===== src/rtl/hazard_detection_unit_pkg.sv =====
// hazard_detection_unit_pkg: shared pipeline control state encodings and defaults
package hazard_detection_unit_pkg;
  typedef enum logic [1:0] {
    RUN    = 2'b00,
    DRAIN  = 2'b01,
    HALTED = 2'b10
  } hdu_state_t;
  localparam int DRAIN_CYCLES_DEF = 3;
  localparam int CNT_W_DEF = 16;
endpackage


===== src/rtl/hazard_detection_unit_sat_counter.sv =====
// sat_counter: saturating event counter that sticks at all-ones
module sat_counter #(
  parameter int W = 16
) (
  input  logic         clk,
  input  logic         rst,
  input  logic         inc,
  output logic [W-1:0] count
);
  always_ff @(posedge clk) begin
    if (rst) count <= '0;
    else if (inc && !(&count)) count <= count + 1'b1;
  end
endmodule


===== src/rtl/hazard_detection_unit.sv =====
// hazard_detection_unit: load-use stall, branch flush and HLT drain control
module hazard_detection_unit
  import hazard_detection_unit_pkg::*;
#(
  parameter int DRAIN_CYCLES = DRAIN_CYCLES_DEF,
  parameter int CNT_W = CNT_W_DEF
) (
  input  logic             clk,
  input  logic             rst,
  input  logic             ID_EX_MemRead,
  input  logic [3:0]       ID_EX_RegisterRd,
  input  logic [3:0]       IF_ID_RegisterRs,
  input  logic [3:0]       IF_ID_RegisterRt,
  input  logic             IF_ID_UsesRs,
  input  logic             IF_ID_UsesRt,
  input  logic             IF_ID_Hlt,
  input  logic             EX_BranchTaken,
  output logic             PC_Write,
  output logic             IF_ID_Write,
  output logic             IF_ID_Flush,
  output logic             ID_EX_Bubble,
  output logic             Halted,
  output logic [CNT_W-1:0] StallCount,
  output logic [CNT_W-1:0] FlushCount
);
  localparam int DW = $clog2(DRAIN_CYCLES + 1);
  hdu_state_t state, state_next;
  logic [DW-1:0] cnt, cnt_next;
  logic load_use, stall_inc, flush_inc;
  assign load_use = ID_EX_MemRead && ID_EX_RegisterRd != 4'd0 &&
                    ((IF_ID_UsesRs && ID_EX_RegisterRd == IF_ID_RegisterRs) ||
                     (IF_ID_UsesRt && ID_EX_RegisterRd == IF_ID_RegisterRt));
  assign stall_inc = state == RUN && !EX_BranchTaken && load_use;
  assign flush_inc = state != HALTED && EX_BranchTaken;
  always_comb begin
    state_next = state;
    cnt_next = cnt;
    PC_Write = 1'b1;
    IF_ID_Write = 1'b1;
    IF_ID_Flush = 1'b0;
    ID_EX_Bubble = 1'b0;
    // reset forces the idle-run outputs regardless of the FSM state
    if (rst) begin
    end else if (state == HALTED) begin
      PC_Write = 1'b0;
      IF_ID_Write = 1'b0;
      ID_EX_Bubble = 1'b1;
    end else if (EX_BranchTaken) begin
      IF_ID_Flush = 1'b1;
      ID_EX_Bubble = 1'b1;
      state_next = RUN;
    end else if (state == DRAIN) begin
      PC_Write = 1'b0;
      IF_ID_Write = 1'b0;
      ID_EX_Bubble = 1'b1;
      state_next = cnt == '0 ? HALTED : DRAIN;
      cnt_next = cnt == '0 ? cnt : cnt - 1'b1;
    end else if (load_use) begin
      PC_Write = 1'b0;
      IF_ID_Write = 1'b0;
      ID_EX_Bubble = 1'b1;
    end else if (IF_ID_Hlt) begin
      PC_Write = 1'b0;
      IF_ID_Write = 1'b0;
      cnt_next = DW'(DRAIN_CYCLES - 1);
      state_next = DRAIN;
    end
  end
  always_ff @(posedge clk) begin
    if (rst) begin
      state <= RUN;
      cnt <= '0;
      Halted <= 1'b0;
    end else begin
      state <= state_next;
      cnt <= cnt_next;
      Halted <= state_next == HALTED;
    end
  end
  sat_counter #(.W(CNT_W)) u_stall (.clk(clk), .rst(rst), .inc(stall_inc), .count(StallCount));
  sat_counter #(.W(CNT_W)) u_flush (.clk(clk), .rst(rst), .inc(flush_inc), .count(FlushCount));
endmodule


===== config.mk =====
export PLATFORM = sky130hd
export DESIGN_NAME = hazard_detection_unit
export DESIGN_NICKNAME = d
export VERILOG_FILES = /design/src/rtl/hazard_detection_unit_pkg.sv /design/src/rtl/hazard_detection_unit_sat_counter.sv /design/src/rtl/hazard_detection_unit.sv
export SDC_FILE = /design/constraint.sdc
export NUM_CORES = 1
export LEC_CHECK = 0
export CAP_MARGIN = 20
export CORE_ASPECT_RATIO = 0.6
export CORE_UTILIZATION = 35
export CTS_BUF_LIST = sky130_fd_sc_hd__clkbuf_16
export CTS_CLUSTER_DIAMETER = 60
export CTS_CLUSTER_SIZE = 24
export DETAILED_ROUTE_END_ITERATION = 7
export PLACE_DENSITY = 0.58
export SYNTH_ARGS = -nofsm -noshare
export SYNTH_HDL_FRONTEND = slang
export SYNTH_SLANG_ARGS = --single-unit
export TNS_END_PERCENT = 20

===== constraint.sdc =====
create_clock -name clk -period 3.9 [get_ports clk]
set_input_delay 0.78 -clock clk [delete_from_list [all_inputs] [get_ports clk]]
set_output_delay 0.78 -clock clk [all_outputs]
set_load 0.02 [all_outputs]

==> reports/summary.txt <==
Io pins - 56
Die width - 98.97 um
Pwr dens - 311.0 nW/um^2
Clock skew - 0.004073 ns
Full die area - 5956 um^2
Critical Path RT - 3.12 ns
Postcts setup bufs - 0
Layout cells sized above 1 - 8.446%
Setup crit start kind - input pin
Min Tclk post-route - 3.676 ns
TNS Setup - 0 ns
Main synth FF type - dfxtp_1
HPWL after DPL - 3770 um
WS Path Type - in -> out
H-tree depth - 2
PortBufs - 55
Worst skew pair latency - 0.28 ns
Core ar. - 5230 um^2
Final ANT Viol Nets - 0
Commonest cells post-synth - dfxtp_1, nor2_1, nand2_1, nand3_1, xor2_1
FF+latch count, synth - 37
Worst vdd ir - 0.1574 mV
Initial Util - 37.75%
Initial DRC count - 90
Worst Max-Slew Pin Slew - 0.5502 ns
Clk root buf - clkbuf_16
Final WS setup - 0.2238 ns
Yosys warning count - 0
Final worst-path cycle share - 94.26%
Post-synth top area cell - dfxtp_1
Vias - 1913
Synth top area share - 37.52%
# rows - 20
Worst EP arrival - 2.90 ns
N_diodes - 0
Area delta synth->final - 39.80%
Status - complete, no violations
Worst-path clk slew - 0.05 ns
Post-Synthesis Cells - 235
Antenna violations before repair - 0
Max Freq - 272.0 MHz
Max Root-Sink Buffers - 2
Sequential area share after synthesis - 37.52%
Nets - 319
Post-synth EDFFs - 0
Clock sinks - 37
Largest net degree at the start of global routing - 31
Routability cong. - 0.7410
Count leader, synth - dfxtp_1
Vias in the first global route - 1697
Die H - 60.18 um
Max_slew headroom - 62.98%
Leak Pwr - 0.9533 nW
Num CTS Buffers - 5
Max-cap viol count - 0
GRT Overall Usage - 18.26%
Critical Path Fanout Max - 2
CTS tree - yes
Async S/R FF share, synth - 0%
Setup WS pre-CTS - 0.1086 ns
DR pass1 iterations - 4
CP Capture Type - output port
Syn nets - 257
Setup Viol. Count Final - 0
Mapped cell area - 1974 um^2
Final WL - 5031 um
Synth cell types - 44
Global-route wire length before repair - 8280 um
Largest cells by area after synthesis - dfxtp_1, xor2_1, nor2_1
Avg Vias per Cell - 5.285
RSZ-0062 raised after global routing - no
Post-Syn Area per Cell - 8.402 um^2
Routed WL per cell - 13.90 um
# DRC - 0
Final hold vios - 0
Slew Viols, Final - 0
Worst Hold Class - reg -> reg
Global route overflow - 0
## power breakdown
group | switching [mW] | leakage (nW) | internal, mW
clock network | 0.147 | 0.0655 | 0.228
registers | 0.00555 | 0.299 | 0.383
logic | 0.0490 | 0.589 | 0.0447
total | 0.202 | 0.953 | 0.656
## flip-flops by register name, summed over array words and instances, names as in the netlist
signal	count
cnt	2
u_flush.count	16
state	2
u_stall.count	16
Halted	1
## timing repair
action / in CTS / in global routing
endpoints found under the setup margin: 0 / 2
hold buffers: 0 / 0
gates resized for setup: 0 / 2
hold endpoints to repair: 0 / 0
## layout by cell type, fill, tap and decap left out, types with 2 or more instances in the layout
cell type | Yosys | final
nand2b_1 | 2 | 2
ha_1 | 3 | 3
inv_1 | 4 | 4
buf_4 | 3 | 8
and3_1 | 6 | 6
nor4_4 | 2 | 2
and4_1 | 3 | 3
xor2_1 | 17 | 17
a31oi_1 | 2 | 2
dfxtp_1 | 37 | 37
a21oi_1 | 16 | 16
or4_1 | 5 | 5
xnor2_1 | 4 | 4
nand4_1 | 6 | 6
mux2i_1 | 2 | 2
nor4_1 | 3 | 3
nor3_1 | 6 | 6
nand2_1 | 20 | 20
nor2_1 | 26 | 26
dlymetal6s2s_1 | 0 | 2
nor2b_1 | 5 | 5
mux2_2 | 4 | 4
nand3_1 | 17 | 17
o31ai_1 | 6 | 6
o21ai_0 | 9 | 9
clkdlybuf4s50_1 | 0 | 53
or3_1 | 6 | 6
clkbuf_16 | 0 | 5
## critical path, stage by stage
cell             delay (ns)
clkdlybuf4s50_1        0.42
buf_4                  0.15
xor2_1                 0.17
nor4_4                 0.32
nor2_2                 0.10
buf_4                  0.14
a41oi_1                0.18
clkdlybuf4s50_1        0.64
## final cells by class
| type | instances | area [um^2] |
|---|---|---|
| clock buffers | 5 | 125.1 |
| clock inverters | 1 | 5.005 |
| fillers | 496 | 2470 |
| inverters | 4 | 15.01 |
| multi-input cells | 186 | 1176 |
| flip-flops and latches | 37 | 740.7 |
| well taps | 66 | 82.58 |
| repair buffers | 63 | 615.6 |
## path summary, 6_finish.rpt
check | startpoint | end | slack (ns) | cells past startpoint
max | ID_EX_RegisterRd[0] | ID_EX_Bubble | 0.22 | 8
min | u_stall.count[8] | u_stall.count[8] | 0.50 | 2
max reg2reg | u_stall.count[0] | u_stall.count[7] | 1.84 | 7
min reg2reg | u_stall.count[8] | u_stall.count[8] | 0.50 | 2
## per-layer routing
layer  track usage [%]  vias to the layer above  part of all wire, %
met4             7.463                        0                  1.1
met2             23.08                       65                   36
met1             28.21                      860                   55
met3             4.561                        5                  7.2
li1                  -                      983                    -
met5                 0                        -                    0
## per-stage QoR
stage	hold slack, ns	instance area [um^2]	util (%)	std cells	power [mW]
floorplan	0.4675	1974	-	235	0.4456
global placement	0.4876	2625	50.19	356	0.4912
detailed placement	0.4926	2625	50.19	356	0.4911
CTS	0.5045	2755	52.68	362	0.8652
global route	0.5449	2760	52.78	362	0.8921
finish	0.4997	2760	52.78	362	0.8584
## logic make-up (layout without fill, tap and decap cells)
| group | count (synthesis) | in the layout | share of synthesized area [%] |
|---|---|---|---|
| AOI/OAI and AO/OA | 44 | 44 | 14.32 |
| xor gates and xnor gates | 21 | 21 | 9.315 |
| adders and majority gates | 3 | 3 | 1.901 |
| buffers and inverters | 12 | 73 | 2.914 |
| DFF | 37 | 37 | 37.52 |
| muxes | 6 | 6 | 3.295 |
| and+or+nand+nor | 112 | 112 | 30.74 |
Note: power is estimated with default switching activity, not from simulation.
